## config.mk

```make
export PLATFORM = sky130hd
export DESIGN_NAME = riscv_lsu_split
export DESIGN_NICKNAME = d
export VERILOG_FILES = /design/src/rtl/riscv_lsu_split.sv
export SDC_FILE = /design/constraint.sdc
export NUM_CORES = 1
export LEC_CHECK = 0
export BUFFER_PORTS_ARGS = -buffer_cell sky130_fd_sc_hd__buf_2
export CORE_MARGIN = 5
export CORE_UTILIZATION = 35
export DETAILED_ROUTE_END_ITERATION = 7
export PLACE_DENSITY_LB_ADDON = 0.25
export SYNTH_ARGS = -nofsm -noshare
export SYNTH_HDL_FRONTEND = slang
export SYNTH_SLANG_ARGS = --single-unit
```

## constraint.sdc

```tcl
create_clock -name clk_i -period 2.2 [get_ports clk_i]
set_input_delay 0.44 -clock clk_i [delete_from_list [all_inputs] [get_ports clk_i]]
set_output_delay 0.44 -clock clk_i [all_outputs]
set_load 0.01 [all_outputs]
```

## src/rtl/riscv_lsu_split.sv

```systemverilog
// riscv_lsu_split: multicycle load-store unit that turns byte/half/word core requests
// into byte-enabled word transactions, splitting misaligned accesses over two words
// (SPLIT_MISALIGNED=1) or flagging them (SPLIT_MISALIGNED=0).
// Ports: clk_i/rst_ni clock and async active-low reset; core_* execute-stage request,
// store data, load result and stall; misaligned_o/illegal_size_o request errors (IDLE only);
// mem_* word-organised memory bus with mem_ready_i completing a transaction.
module riscv_lsu_split #(
    parameter bit SPLIT_MISALIGNED = 1'b1,
    parameter int ADDR_WIDTH = 32
) (
    input  logic                  clk_i,
    input  logic                  rst_ni,
    input  logic                  core_req_i,
    input  logic                  core_we_i,
    input  logic [2:0]            core_size_i,
    input  logic [ADDR_WIDTH-1:0] core_addr_i,
    input  logic [31:0]           core_wd_i,
    output logic [31:0]           core_rd_o,
    output logic                  core_stall_o,
    output logic                  misaligned_o,
    output logic                  illegal_size_o,
    output logic                  mem_req_o,
    output logic                  mem_we_o,
    output logic [3:0]            mem_be_o,
    output logic [ADDR_WIDTH-1:0] mem_addr_o,
    output logic [31:0]           mem_wd_o,
    input  logic [31:0]           mem_rd_i,
    input  logic                  mem_ready_i
);
    typedef enum logic [1:0] {IDLE, ACC0, ACC1, RESP} state_t;

    state_t                state, state_nx;
    logic                  we_q;
    logic [2:0]            size_q;
    logic [ADDR_WIDTH-1:0] addr_q;
    logic [31:0]           wd_q, rd0, rd1;

    // size[1:0] alone selects the width; the unsigned codes share it with their signed twins
    function automatic logic [3:0] size_mask(input logic [1:0] s);
        return s == 2'b00 ? 4'b0001 : s == 2'b01 ? 4'b0011 : 4'b1111;
    endfunction

    function automatic logic crosses_word(input logic [1:0] s, input logic [1:0] off);
        return s == 2'b01 ? off == 2'd3 : s == 2'b10 ? off != 2'd0 : 1'b0;
    endfunction

    logic                  req_illegal, req_mis, idle_req, err, mis_q;
    logic [1:0]            off;
    logic [7:0]            be_span;
    logic [63:0]           wd_span;
    logic [31:0]           rd_sh;
    logic [ADDR_WIDTH-1:0] word_addr;

    assign req_illegal    = core_size_i[1:0] == 2'b11 || core_size_i == 3'b110;
    assign req_mis        = crosses_word(core_size_i[1:0], core_addr_i[1:0]);
    assign idle_req       = state == IDLE && core_req_i;
    assign illegal_size_o = idle_req && req_illegal;
    assign misaligned_o   = idle_req && !req_illegal && req_mis && !SPLIT_MISALIGNED;
    assign err            = illegal_size_o || misaligned_o;
    assign core_stall_o   = core_req_i && state != RESP && !err;

    assign off       = addr_q[1:0];
    assign mis_q     = crosses_word(size_q[1:0], off);
    assign be_span   = {4'b0000, size_mask(size_q[1:0])} << off;
    assign wd_span   = {32'h0, wd_q} << {off, 3'b000};
    assign rd_sh     = 32'({rd1, rd0} >> {off, 3'b000});
    assign word_addr = {addr_q[ADDR_WIDTH-1:2], 2'b00};

    // the upper half of each span belongs to the following word
    assign mem_req_o  = state == ACC0 || state == ACC1;
    assign mem_we_o   = mem_req_o && we_q;
    assign mem_be_o   = state == ACC0 ? be_span[3:0] : state == ACC1 ? be_span[7:4] : 4'b0000;
    assign mem_addr_o = state == ACC0 ? word_addr :
                        state == ACC1 ? word_addr + ADDR_WIDTH'(4) : '0;
    assign mem_wd_o   = state == ACC0 ? wd_span[31:0] : state == ACC1 ? wd_span[63:32] : 32'h0;

    always_comb begin
        core_rd_o = 32'h0;
        if (state == RESP && !we_q)
            core_rd_o = size_q == 3'b000 ? {{24{rd_sh[7]}}, rd_sh[7:0]} :
                        size_q == 3'b001 ? {{16{rd_sh[15]}}, rd_sh[15:0]} :
                        size_q == 3'b100 ? {24'h0, rd_sh[7:0]} :
                        size_q == 3'b101 ? {16'h0, rd_sh[15:0]} : rd_sh;
    end

    always_comb begin
        state_nx = state;
        case (state)
            IDLE: state_nx = core_req_i && !err ? ACC0 : IDLE;
            ACC0: state_nx = !mem_ready_i ? ACC0 : mis_q ? ACC1 : RESP;
            ACC1: state_nx = mem_ready_i ? RESP : ACC1;
            default: state_nx = IDLE;
        endcase
    end

    always_ff @(posedge clk_i or negedge rst_ni) begin
        if (!rst_ni) begin
            state  <= IDLE;
            we_q   <= 1'b0;
            size_q <= 3'b000;
            addr_q <= '0;
            wd_q   <= 32'h0;
            rd0    <= 32'h0;
            rd1    <= 32'h0;
        end else begin
            state <= state_nx;
            if (idle_req && !err) begin
                we_q   <= core_we_i;
                size_q <= core_size_i;
                addr_q <= core_addr_i;
                wd_q   <= core_wd_i;
            end
            if (state == ACC0 && mem_ready_i) rd0 <= mem_rd_i;
            if (state == ACC1 && mem_ready_i) rd1 <= mem_rd_i;
        end
    end
endmodule

```

==> results.md <==
- The flow ran to the end, but the final reports show violations.
- The checks that failed: setup timing.
- Once placement completed, the tool counted placed cells totaling about 1200.
- The post-layout worst setup margin is -0.439 ns.
- The critical path is of the flip-flop to output pin type.
- The path class of the tightest hold or removal check is input port to flip-flop.
- The number of antenna violations at the first check in global routing was 0.
- The global-route usage over all layers is 0.203.
- The count of antenna diodes in the layout is 0.
- The reported leakage power is 5.20 nW.
- The Yosys step of the flow raised 0 warnings.
- TritonCTS built the clock tree.
- The startpoint of the worst-slack reg-to-reg timing path is state[0].
- The multiplexer area fraction after synthesis is 0.313.
- The number of vias in the routed layout is around 6600.
- In the layout the commonest cells are sky130_fd_sc_hd__buf_2, sky130_fd_sc_hd__mux2_2, sky130_fd_sc_hd__dfrtp_1, sky130_fd_sc_hd__buf_6, sky130_fd_sc_hd__nand2_1.
- The average via count per standard cell is ~5.3.
- The depth of the worst register-to-register path is 8.
- The count of buffers added on input and output ports is about 210.
- The capture point of the worst reg-to-reg path is rd0[14].
- The H-tree depth reported by CTS is 4.
- The initial DRC count is ~300.
- The number of rows created at floorplan is 53.
- The sum of routed wire length over all layers is between 20 and 30 mm.
- The number of buffer and inverter instances along the worst setup path is 3.
- The count of nets left with antenna violations once routing finished came out at 0.
- The cell count after synthesis is 668.
- Data on the critical path arrives at its endpoint at 2.20 ns.
- The first global-routing pass estimated 38.9 mm of wire.
- The die area is 24400 um^2.
- The required time of the critical path is about 1.8 ns.
- The total I/O pin count is roughly 210.
- In the final routed layout, each cell accounts on average for 20.2 um.
- Routability-driven placement finished with a final weighted congestion of between 0.8 and 0.9.
- The area of the multi-input gates is 5130 um^2.
- The final clock period utilization by the worst path is 1.20.
- The cell type of the slowest stage on the worst timing path is sky130_fd_sc_hd__dfrtp_4.
- Of the cells placed in the final design, the portion with a size suffix greater than 1 is 0.686.
- The time the final worst path needs with I/O delays and setup is 2.64 ns.
- The tool flagged a number of max-cap violations equal to 0.
- The prevailing post-synth register cell is sky130_fd_sc_hd__dfrtp_1.
- Setup violations remaining at the end of the flow were counted as 98.
- The proportion of synthesized chip area in sequential cells is 0.421.
- The number of detailed-route iterations in the first pass is 4.
- The number of stages on the worst setup path is 7.
- The synthesized design contains 0 enable-type register cells.
- Entering global routing, the biggest net connects 50 pins.
- The dominant cell type by area after synthesis is sky130_fd_sc_hd__dfrtp_1.
- Setup slack on the worst reg-to-reg path comes out at ~0.2 ns.
- Across the VDD grid, the largest voltage drop is 705 uV.
- The layout net count is 1066.
- The via count of the first global-routing pass came to 7014.
- The kind of end point of the critical path is an output pin.
- The y dimension of the die is around 160 um.
- The share of synthesized area in the top cell type comes to 0.421.
- The number of sinks on the clock net is around 130.
- The initial cell density of the core is 0.356.
- CTS placed an instance of sky130_fd_sc_hd__clkbuf_16 at the clock tree root.
- Across the whole layout, storage elements account for 3160 um^2.
- The total core area is 21000 um^2.
- The floorplan step set the die width to 156 um.
- The deepest clock path buffer count is 2.
- The startpoint type of the worst setup path is a flip-flop.
- The ratio of total power to cell area is 1660 nW/um^2.
- At the later pin of the worst-skew pair, clock insertion delay measures 0.42 ns.
- Yosys attributes the largest share of cell area to sky130_fd_sc_hd__dfrtp_1, sky130_fd_sc_hd__mux2_2, sky130_fd_sc_hd__mux4_2.
- After synthesis the cells add up to 7480 um^2.
- The total count of max-transition violations in the final report is 0.
- The pin slew with the least headroom to its limit is ~0.65 ns.
- The normalized max-slew margin is 0.563.
- The kind of cell adding the most delay to the critical path is compound AO/OA/AOI/OAI gates.
- Static timing analysis puts the maximum clock frequency at 379 MHz.
- The capture point of the worst path is core_rd_o[22].
- Relative to the synthesized area, the layout overhead comes to 58.9%.
- The HPWL after detailed placement is 16.4 mm.
- In this design, the stage delay of the slowest critical-path cell is roughly 0.54 ns.
- The critical path goes through buf_6, mux2_4, a21oi_2, a211o_4, buf_6, a21oi_2, buf_2.
- The synthesized design contains between 100 and 150 register bits.
- In this run, CTS created clock tree buffers numbering 17.
- The hold violation count in the final report is 0.
- After detailed routing, the number of remaining DRC violations is 0.
- The commonest non-fill, non-tap cell in the layout is sky130_fd_sc_hd__buf_2.
- Synthesis instantiated 44 different standard cells from the library.
- Dividing the synthesized area by the synthesized cell count gives 11.2 um^2.
- The number of standard cells in the layout, taps in and fillers out is 1244.
- Of the total synthesized cell area, the portion taken by AND, OR, NAND and NOR gates is 0.116.
- In the synthesized netlist the async set-or-reset flop fraction comes to 1.00.
- Setup repair after global routing could not meet its margin everywhere.
- The critical-path maximum fanout is 7.
- In this run the worst setup path begins at addr_q[0].
- After synthesis, the largest family of logic cells by area is multiplexers.
- The overall overflow remaining after global route is 0.
- The xor and xnor fraction of the mapped netlist area is 0.0257.
- The adder-cell share of the synthesized area is 0.0100.
- The final setup skew is 0.00789 ns.
- The fraction of the mapped netlist area in compound gates is 0.0808.
- Power comes to 0.0197 W.
- The layout has 1755 filler cells.
- Clock-pin slew was measured on the worst setup and hold paths at 0.06 ns.
Yosys cell counts, types with 9 or more instances:
cell,instances
sky130_fd_sc_hd__buf_2,19
sky130_fd_sc_hd__nand3_1,12
sky130_fd_sc_hd__dfrtp_1,126
sky130_fd_sc_hd__nor2_1,39
sky130_fd_sc_hd__and3_1,9
sky130_fd_sc_hd__xor2_1,18
sky130_fd_sc_hd__clkbuf_1,14
sky130_fd_sc_hd__nor2b_1,10
sky130_fd_sc_hd__mux2_2,126
sky130_fd_sc_hd__buf_1,11
sky130_fd_sc_hd__a21oi_1,41
sky130_fd_sc_hd__mux4_2,28
sky130_fd_sc_hd__nand2_1,66
sky130_fd_sc_hd__a22o_1,11
sky130_fd_sc_hd__mux2i_1,29
sky130_fd_sc_hd__o22ai_1,9
sky130_fd_sc_hd__o21ai_0,34
registers in the layout (all words and copies together) (netlist names):
name / flops
addr_q: 32
size_q: 3
rd1: 24
wd_q: 32
rd0: 32
state: 2
we_q: 1
report_power, final:
part | internal (W) | switching (W)
clock network | 0.00180 | 0.00114
registers | 0.00352 | 0.00145
logic | 0.00659 | 0.00523
cell families (layout without fill, tap and decap cells):
group,Yosys count,count (layout)
multiplexers,183,183
other,1,3
AND/OR/NAND/NOR,172,173
XOR/XNOR,22,22
AO/OA/AOI/OAI,105,105
adder cells (fa/ha/maj),6,6
flip-flops,126,126
buffers and inverters,53,351
metrics by stage:
stage | cell area [um^2] | utilization | hold WS, ns | TNS (ns) | setup slack, ns
after CTS | 11400 | 0.544 | 0.231 | -32.60 | -0.458
after global routing | 11900 | 0.566 | 0.240 | -36.44 | -0.586
after floorplan | 7520 | - | 0.144 | -0.00362 | -0.00362
after global placement | 9240 | 0.440 | 0.430 | 0 | 0.000225
after detailed placement | 9240 | 0.440 | 0.430 | -0.439 | -0.0457
final | 11900 | 0.566 | 0.247 | -29.04 | -0.439
final cells by class:
class,count,share of cell area
timing repair buffer,314,0.221
tap,275,0.0289
inverter,5,0.00242
clock inverter,15,0.0154
clock buffer,17,0.0358
sequential,126,0.266
multi-input combinational,492,0.431
worst min path at each step:
stage | from | endpoint | slack (ns) | depth (start not counted)
final | core_addr_i[3] | addr_q[3] | 0.25 | 2
after global routing | mem_rd_i[27] | rd0[27] | 0.24 | 2
after CTS | core_addr_i[8] | addr_q[8] | 0.23 | 2
after detailed placement | rst_ni | addr_q[16] | 0.43 | 1
after global placement | rst_ni | addr_q[16] | 0.43 | 1
after floorplan | rst_ni | addr_q[0] | 0.14 | 0
routing by layer:
metal / vias up / track usage / share of wire
li1: 3029 / - / -
met1: 3319 / 0.274 / 0.43
met2: 221 / 0.325 / 0.49
met3: 41 / 0.0420 / 0.054
met4: 0 / 0.0748 / 0.023
met5: - / 0 / 0
worst reg2reg max path, cell delays in order, from the launching register on:
cell and delay, ns:
sky130_fd_sc_hd__dfrtp_2 0.43, sky130_fd_sc_hd__ha_4 0.17, sky130_fd_sc_hd__buf_4 0.14, sky130_fd_sc_hd__buf_8 0.13
sky130_fd_sc_hd__buf_12 0.13, sky130_fd_sc_hd__buf_4 0.16, sky130_fd_sc_hd__nand2_1 0.11, sky130_fd_sc_hd__buf_12 0.23
sky130_fd_sc_hd__mux2_2 0.38
timing repair:
item / CTS / global route
hold buffers: 1 / 0
buffers inserted: 34 / 11
hold endpoints to repair: 46 / 0
gates resized for setup: 232 / 107
pin swaps: 39 / 30
gates cloned: 15 / 1
setup endpoints to repair: 98 / 99
Note: power is estimated with default switching activity, not from simulation.
